$ cat src/rtl/vec_pkg.sv
// rtl/vec_pkg.sv - shared constants, funct encodings and sequencer state for the vector ALU path
package vec_pkg;

  localparam int LANES   = 8;
  localparam int GRP_MAX = 4;

  localparam logic [5:0] LANES6   = 6'(LANES);
  localparam logic [5:0] VLEN_MAX = 6'(LANES * GRP_MAX);

  localparam logic [5:0] F_ADD_V = 6'b110000;
  localparam logic [5:0] F_SUB_V = 6'b110001;
  localparam logic [5:0] F_AND_V = 6'b110010;
  localparam logic [5:0] F_OR_V  = 6'b110011;
  localparam logic [5:0] F_XOR_V = 6'b110100;
  localparam logic [5:0] F_MUL_V = 6'b110101;

  localparam logic [1:0] ALU_OP_VEC = 2'b10;

  typedef enum logic [1:0] {
    ST_IDLE  = 2'd0,
    ST_RUN   = 2'd1,
    ST_MWAIT = 2'd2
  } state_t;

  function automatic logic funct_legal(input logic [5:0] f);
    return (f >= F_ADD_V) && (f <= F_MUL_V);
  endfunction

endpackage

$ cat src/rtl/vec_lane_mask.sv
// rtl/vec_lane_mask.sv - remaining element count to per-lane write-enable mask
module vec_lane_mask
  import vec_pkg::*;
(
  input  logic [5:0] i_rem,
  output logic [7:0] o_mask
);

  // A partial tail group enables only its low i_rem lanes.
  always_comb begin
    o_mask = 8'hFF;
    if (i_rem < LANES6) begin
      o_mask = (8'h01 << i_rem[2:0]) - 8'h01;
    end
  end

endmodule

$ cat src/rtl/vec_exe_seq.sv
// rtl/vec_exe_seq.sv - strip-mining sequencer driving regfile reads, ALU op and lane-masked write-back
module vec_exe_seq
  import vec_pkg::*;
#(
  parameter int MUL_LAT = 2
) (
  input  logic       clk,
  input  logic       rst,
  input  logic       in_valid,
  output logic       in_ready,
  input  logic [5:0] in_funct,
  input  logic [2:0] in_vd,
  input  logic [2:0] in_vs1,
  input  logic [2:0] in_vs2,
  input  logic [5:0] in_vlen,
  output logic [4:0] rd_vs1,
  output logic [4:0] rd_vs2,
  output logic [5:0] alu_funct,
  output logic [1:0] alu_op,
  output logic       wb_en,
  output logic [4:0] wb_addr,
  output logic [7:0] wb_mask,
  output logic       busy,
  output logic       done,
  output logic       illegal
);

  // Cycles spent in MWAIT after the RUN cycle: the group occupies MUL_LAT cycles in total.
  localparam logic [3:0] CNT_INIT   = (MUL_LAT >= 2) ? 4'(MUL_LAT - 2) : 4'd0;
  localparam bit         MUL_DIRECT = (MUL_LAT == 1);

  state_t     r_state;
  logic [5:0] r_funct;
  logic [2:0] r_vd;
  logic [2:0] r_vs1;
  logic [2:0] r_vs2;
  logic [1:0] r_grp;
  logic [5:0] r_rem;
  logic [3:0] r_cnt;
  logic       r_done;
  logic       r_illegal;

  logic       w_active;
  logic       w_mul;
  logic       w_wb;
  logic       w_last;
  logic [7:0] w_mask;

  assign w_active = (r_state != ST_IDLE);
  assign w_mul    = (r_funct == F_MUL_V);
  assign w_last   = (r_rem <= LANES6);
  assign w_wb     = ((r_state == ST_RUN) && (!w_mul || MUL_DIRECT)) ||
                    ((r_state == ST_MWAIT) && (r_cnt == 4'd0));

  vec_lane_mask u_lane_mask (
    .i_rem  (r_rem),
    .o_mask (w_mask)
  );

  always_ff @(posedge clk) begin
    if (rst) begin
      r_state   <= ST_IDLE;
      r_funct   <= '0;
      r_vd      <= '0;
      r_vs1     <= '0;
      r_vs2     <= '0;
      r_grp     <= '0;
      r_rem     <= '0;
      r_cnt     <= '0;
      r_done    <= 1'b0;
      r_illegal <= 1'b0;
    end else begin
      r_done    <= 1'b0;
      r_illegal <= 1'b0;
      case (r_state)
        ST_IDLE: begin
          if (in_valid) begin
            r_funct <= in_funct;
            r_vd    <= in_vd;
            r_vs1   <= in_vs1;
            r_vs2   <= in_vs2;
            r_rem   <= in_vlen;
            r_grp   <= '0;
            r_cnt   <= '0;
            if (!funct_legal(in_funct) || (in_vlen > VLEN_MAX)) begin
              r_illegal <= 1'b1;
            end else if (in_vlen == 6'd0) begin
              r_done <= 1'b1;
            end else begin
              r_state <= ST_RUN;
            end
          end
        end
        ST_RUN, ST_MWAIT: begin
          if (w_wb) begin
            if (w_last) begin
              r_state <= ST_IDLE;
              r_done  <= 1'b1;
              r_grp   <= '0;
              r_rem   <= '0;
            end else begin
              r_state <= ST_RUN;
              r_grp   <= r_grp + 2'd1;
              r_rem   <= r_rem - LANES6;
            end
          end else if (r_state == ST_RUN) begin
            r_state <= ST_MWAIT;
            r_cnt   <= CNT_INIT;
          end else begin
            r_cnt <= r_cnt - 4'd1;
          end
        end
        default: r_state <= ST_IDLE;
      endcase
    end
  end

  assign in_ready  = !w_active;
  assign busy      = w_active;
  assign done      = r_done;
  assign illegal   = r_illegal;
  assign rd_vs1    = w_active ? {r_vs1, r_grp} : 5'd0;
  assign rd_vs2    = w_active ? {r_vs2, r_grp} : 5'd0;
  assign alu_funct = w_active ? r_funct : 6'd0;
  assign alu_op    = w_active ? ALU_OP_VEC : 2'b00;
  assign wb_en     = w_wb;
  assign wb_addr   = w_wb ? {r_vd, r_grp} : 5'd0;
  assign wb_mask   = w_wb ? w_mask : 8'd0;

endmodule

$ cat config.mk
export PLATFORM = sky130hd
export DESIGN_NAME = vec_exe_seq
export DESIGN_NICKNAME = d
export VERILOG_FILES = /design/src/rtl/vec_pkg.sv /design/src/rtl/vec_lane_mask.sv /design/src/rtl/vec_exe_seq.sv
export SDC_FILE = /design/constraint.sdc
export NUM_CORES = 1
export LEC_CHECK = 0
export ABC_AREA = 1
export CAP_MARGIN = 40
export CORE_ASPECT_RATIO = 0.9
export CORE_MARGIN = 2
export CORE_UTILIZATION = 45
export DETAILED_ROUTE_END_ITERATION = 10
export GPL_ROUTABILITY_DRIVEN = 1
export PLACE_DENSITY_LB_ADDON = 0.2
export SLEW_MARGIN = 10
export SYNTH_ARGS = -nofsm -noshare
export SYNTH_HDL_FRONTEND = slang
export SYNTH_SLANG_ARGS = --single-unit
$ cat constraint.sdc
create_clock -name clk -period 2.25 [get_ports clk]
set_input_delay 0.5625 -clock clk [delete_from_list [all_inputs] [get_ports clk]]
set_output_delay 0.5625 -clock clk [all_outputs]
set_load 0.1 [all_outputs]
### Yosys cells after proc, flatten, opt, wreduce, memory -nomap -nowiden

Cells that the tools add are included.

| word-level totals | value |
|---|---|
| latch bits | 0 |
| memories kept | 0 |
| memory bits (writable) | 0 |
| memory bits (read-only) | 0 |
| input bits | 24 |
| word-level logic and storage cells | 83 |
| output and inout bits | 36 |
| register bits | 31 |

| cells by class | value |
|---|---|
| $add $sub $neg | 4 |
| eq/ne operators | 9 |
| bitwise logic cells | 2 |
| reductions and logical operators | 19 |
| multipliers | 0 |
| order comparisons | 5 |
| shifts and indexed selects | 1 |
| mux-type cells | 33 |
| divide/modulo/power cells | 0 |

Operator list:

| kind | number |
|---|---|
| $mux 6 | 4 |
| $mux 2 | 9 |
| $mux 8 | 2 |
| $mux 5 | 3 |
| $mux 4 | 3 |
| $pmux 6 s2 | 1 |
| $ne 2x2->1 const B | 5 |
| $pmux 2 s2 | 2 |
| $pmux 4 s2 | 1 |
| $shl 1x3->8 const A | 1 |
| $sub 8x1->8 const B | 1 |
| $mux 1 | 7 |
| $eq 6x6->1 const B | 1 |
| $ge 6x6->1 const B | 1 |
| $gt 6x6->1 const B | 1 |
| $le 6x4->1 const B | 1 |
| $le 6x6->1 const B | 1 |
| $logic_not 6->1 | 1 |
| $lt 6x4->1 const B | 1 |
| $reduce_and 3->1 | 2 |
| $sub 6x4->6 const B | 1 |
| $logic_not 4->1 | 1 |
| $reduce_and 4->1 | 1 |
| $reduce_bool 2->1 | 2 |
| 14 further kinds | 20 |

### Logic depth before layout (Yosys ltp)

| depth | value |
|---|---|
| word-level depth | 7 |
| gate-level depth with buffers | 11 |
| gate-level depth less buffers | 10 |

### Hierarchy

From an unflattened synthesis, not the netlist that was laid out.

| second synthesis, totals | value |
|---|---|
| cells, all modules | 300 |
| area, all modules | 1994.4 sq um |

Modules (own cells, without submodules):

| module | area each (sq um) | cells an instance | instances | sequential area each (sq um) |
|---|---|---|---|---|
| vec_exe_seq | 1825.5 | 270 | 1 | 620.6 |
| vec_lane_mask | 168.9 | 30 | 1 | 0.0 |

### Least setup slack after synthesis

OpenSTA, ideal clock, no wires.

| timing path | value |
|---|---|
| path type | flip-flop to output port |
| start point | register r_state[0] |
| end point | output port rd_vs2[1] |
| cell stages (with the launch flop) | 7 |
| setup slack | -1.611 ns |
| data arrival time | 3.299 ns |
| path buffers | 3 |
| required time | 1.688 ns |
| cells stage by stage | dfxtp_1 -> inv_1 -> ha_1 -> buf_4 -> clkbuf_1 -> nor2_1 -> buf_4 |

| on the way | value |
|---|---|
| longest elaborated chain between the ends | 2 |

Ends and longest elaborated chain:

| element | line | source |
|---|---|---|
| start, declared | vec_exe_seq.sv:32 | `state_t r_state;` |
| start signal, assigned | vec_exe_seq.sv:62 | `r_state <= ST_IDLE;` |
| start signal, assigned | vec_exe_seq.sv:90 | `r_state <= ST_RUN;` |
| start signal, assigned | vec_exe_seq.sv:97 | `r_state <= ST_IDLE;` |
| $reduce_bool 2->1 | vec_exe_seq.sv:49 | `assign w_active = (r_state != ST_IDLE);` |
| $mux 5 | vec_exe_seq.sv:123 | `assign rd_vs2 = w_active ? {r_vs2, r_grp} : 5'd0;` |
| end, declared | vec_exe_seq.sv:17 | `output logic [4:0] rd_vs2,` |

No other way between the ends.

### Worst setup path in the final report

| timing path | value |
|---|---|
| start point | register r_rem[0] |
| end point | output port wb_mask[4] |

| on the way | value |
|---|---|
| longest elaborated chain between the ends | 4 |
| elaborated cells on any way between the ends | 5 |
| classes of those cells | 1 x add/sub; 1 x order compare; 1 x shift; 2 x mux |

Ends and longest elaborated chain:

| element | line | source |
|---|---|---|
| start, declared | vec_exe_seq.sv:38 | `logic [5:0] r_rem;` |
| start signal, assigned | vec_exe_seq.sv:82 | `r_rem <= in_vlen;` |
| start signal, assigned | vec_exe_seq.sv:104 | `r_rem <= r_rem - LANES6;` |
| $shl 1x3->8 | vec_lane_mask.sv:13 | `o_mask = (8'h01 << i_rem[2:0]) - 8'h01;` |
| $sub 8x1->8 | vec_lane_mask.sv:13 |  |
| $mux 8 (*) | vec_lane_mask.sv:12 | `if (i_rem < LANES6) begin` |
| $mux 8 (*) | vec_exe_seq.sv:128 | `assign wb_mask = w_wb ? w_mask : 8'd0;` |
| end, declared | vec_exe_seq.sv:22 | `output logic [7:0] wb_mask,` |

Mark *: on every way between the ends. The rest lies on a longest branch, timed or not.

==> qor.yml <==
cp_num_buf_inv: 4
ant_nets: 0
fin_skew_ps: 7.51
synth.distinct_cells: 35
die_w_um: 71.7
setup_ws_ps: -53.2
grt_pass1_vias: 1977
tightest_slew_ps: 532
status: "finished with violations"
crit_arrival_ps: 1740
drive_gt1_share_pct: 39.6
cts_tree: "yes"
gp_congestion: 0.879
vias: 2027
num_antenna_cells: 0
clk_path_buf_depth: 2
start_util_pct: 46.2
multiInputGateArea_um2: 1250
drt_wl_total_um: 5400
cp-end-kind: "output pin"
synthCells: 274
synth-seq-cells: 31
clock_latency_ps: 290
pwr-share-seq_pct: 36.0
ios: 60
grt_use_total_pct: 24.5
grt_max_degree: 31
fill_cells: 246
place_ws_ps: 34.8
nets: 372
rsz0062_at_grt: "yes"
fin_crit_sh_pct: 102
violations: "setup timing"
area_delta_synth_final_pct: 75.7
cts.sinks: 31
setup_viol: 2
cts_buffers: 5
die_area_um2: 4660
power.share.clock_pct: 26.2
grt_overflow: 0
syn_avg_cell_area_um2: 6.78
synth_top_area_share_pct: 33.4
first_pass_iters: 5
cp_max_fo: 4
seq_area_um2: 636
ys_seq_area_share_pct: 33.4
power_frac_comb_pct: 37.9
cp.required_ps: 1690
hold_class: "flop to flop"
root_buffer: "clkbuf_8"
p_leak_nw: 1.29
core_area_um2: 4020
grt_pass1_wl_um: 9030
path_clk_slew_ps: 70
avgRoutedWirePerCell_um: 13.9
ys_top_cells_by_area: "dfxtp_1 33%, nand2_1 8.1%, inv_1 7.9%"
path_cells: "inv_4, nand2_4, nor2_4, inv_2, ha_4, o21ai_4, a31oi_1, o31ai_1, inv_2, buf_12"
vias_per_cell: 5.21
drt_iter0_drc: 91
max_cap_viol_count: 0
yosys_warnings: 0
ir_worst_vdd_mv: 0.591
total_power_mw: 1.71
min_period_ps: 2300
syn_area_um2: 1860
start_kind: "flop"
dpl.hpwl_um: 3770
grt_antenna_before_repair: 0
slowest_delay_ps: 360
switching_power_mw: 0.638
cp_slowest_cell: "dfxtp_4"
slew_headroom_pct: 64.5
max_freq_ghz: 0.434
setup.worst_path.class: "flop to output pin"
synth_top_cell_by_area: "dfxtp_1"
portBuffers: 58
power_density_nw_per_um2: 523
route.detailed.drc: 0
rows: 22
crit_top_cell: "inv_2"
die_h_um: 64.9
power.internal_mw: 1.07
hold_viol: 0
p_sw_share_pct: 37.4
critical_path.top_delay_family: "compound AO/OA/AOI/OAI gates"
slew_violations: 0
syn_nets: 305
h-tree-depth: 2
-- final timing paths --
check	start	endpoint	slack (ps)	cells after the start
setup / recovery	r_rem[0]$_SDFFE_PP0P_	wb_mask[4]	-50	10
hold / removal	r_vd[2]$_SDFFE_PP0P_	r_vd[2]$_SDFFE_PP0P_	470	2
setup reg to reg	r_state[1]$_SDFFE_PP0P_	r_rem[5]$_SDFFE_PP0P_	610	8
hold reg to reg	r_vd[2]$_SDFFE_PP0P_	r_vd[2]$_SDFFE_PP0P_	470	2
-- registers in the layout (all words and copies together) (netlist names) --
name	count
r_cnt	4
r_state	2
r_funct	6
r_vd	3
r_rem	6
r_vs2	3
illegal	1
r_grp	2
done	1
r_vs1	3
-- placed cells by master, fill, tap and decap left out, drive strengths merged, types with 8 or more instances in the layout --
cell / n
inv: 45
nor2: 38
a21oi: 28
clkdlybuf4s50: 23
dfxtp: 31
nand3: 11
o21ai: 28
nor3: 8
buf: 50
nand2: 49
-- cells in the mapped netlist --
| master | count |
|---|---|
| nand2_1 | 40 |
| inv_1 | 39 |
| nor2_1 | 36 |
| dfxtp_1 | 31 |
| a21oi_1 | 24 |
| o21ai_0 | 21 |
| nand3_1 | 9 |
| nand2_2 | 8 |
| nor3_1 | 8 |
| ha_1 | 7 |
| inv_2 | 6 |
| o21ai_1 | 6 |
| buf_4 | 5 |
| a21oi_2 | 4 |
| clkbuf_1 | 3 |
| nand4_1 | 3 |
| buf_1 | 2 |
| buf_6 | 2 |
| nand3_2 | 2 |
| nor2_2 | 2 |
| xnor2_1 | 2 |
| a31oi_1 | 1 |
| buf_2 | 1 |
| conb_1 | 1 |
| inv_6 | 1 |
| nand2_4 | 1 |
| nand3b_1 | 1 |
| nand4_2 | 1 |
| nor3b_1 | 1 |
| nor4_1 | 1 |
| nor4_2 | 1 |
| o21a_1 | 1 |
| o21ai_4 | 1 |
| o31ai_1 | 1 |
| xor2_1 | 1 |
-- tightest hold or removal path: cells and delay by family (launching register included) --
family          cells  cell delay [ps]
flops               1              300
buf+inv             1               70
compound gates      1               60
-- power groups by stage --
| stage | combinational, mW | sequential, mW | clock, mW |
|---|---|---|---|
| 6_report | 0.645 | 0.614 | 0.446 |
| 5_1_grt | 0.690 | 0.619 | 0.477 |
| 3_3_place_gp | 0.565 | 0.621 | 0 |
| 3_5_place_dp | 0.575 | 0.623 | 0 |
| 2_1_floorplan | 0.404 | 0.628 | 0 |
| 4_1_cts | 0.610 | 0.611 | 0.453 |
-- layout make-up --
cell class	count	area share, %
clock buffers	6	2.53
clock inverters	1	0.153
inverters	46	5.95
multi-input cells	184	38.3
flip-flops and latches	31	19.5
well taps	48	1.84
repair buffers	73	31.7
-- metrics by stage --
step	instance area, µm²	TNS [ps]	util, %	instances	hold WS (ps)
CTS	3200	-73.0	79.5	386	478
detailed placement	3020	0	75.2	372	468
global route	3260	-292	81.2	389	510
floorplan	2160	-1580	-	274	447
global placement	3020	0	75.2	372	462
finish	3260	-57.4	81.2	389	474
-- metal layers --
metal | up-vias | part of all wire, % | track usage, %
li1 | 1007 | - | -
met1 | 920 | 41 | 29.0
met2 | 81 | 50 | 42.6
met3 | 19 | 6.0 | 5.13
met4 | 0 | 3.1 | 10.4
met5 | - | 0 | 0
-- logic make-up (layout without fill, tap and decap cells) --
kind of cell               count (synthesis)  after routing  share of synthesized area (%)
AOI/OAI and AO/OA                         59             59                           17.7
buffers and inverters                     59            126                           14.1
other                                      1              1                          0.202
xor gates and xnor gates                   3              3                           1.42
and+or+nand+nor                          114            114                           28.5
DFF                                       31             31                           33.4
adders and majority gates                  7              7                           4.72
-- repair_timing --
| action | 4_1_cts | 5_1_grt |
|---|---|---|
| pin swaps | 6 | 9 |
| hold buffers | 0 | 0 |
| endpoints found under the setup margin | 5 | 4 |
| cloned | 0 | 0 |
| gates resized for setup | 13 | 13 |
| setup buffers | 7 | 3 |
(Power assumes the default switching activity.)
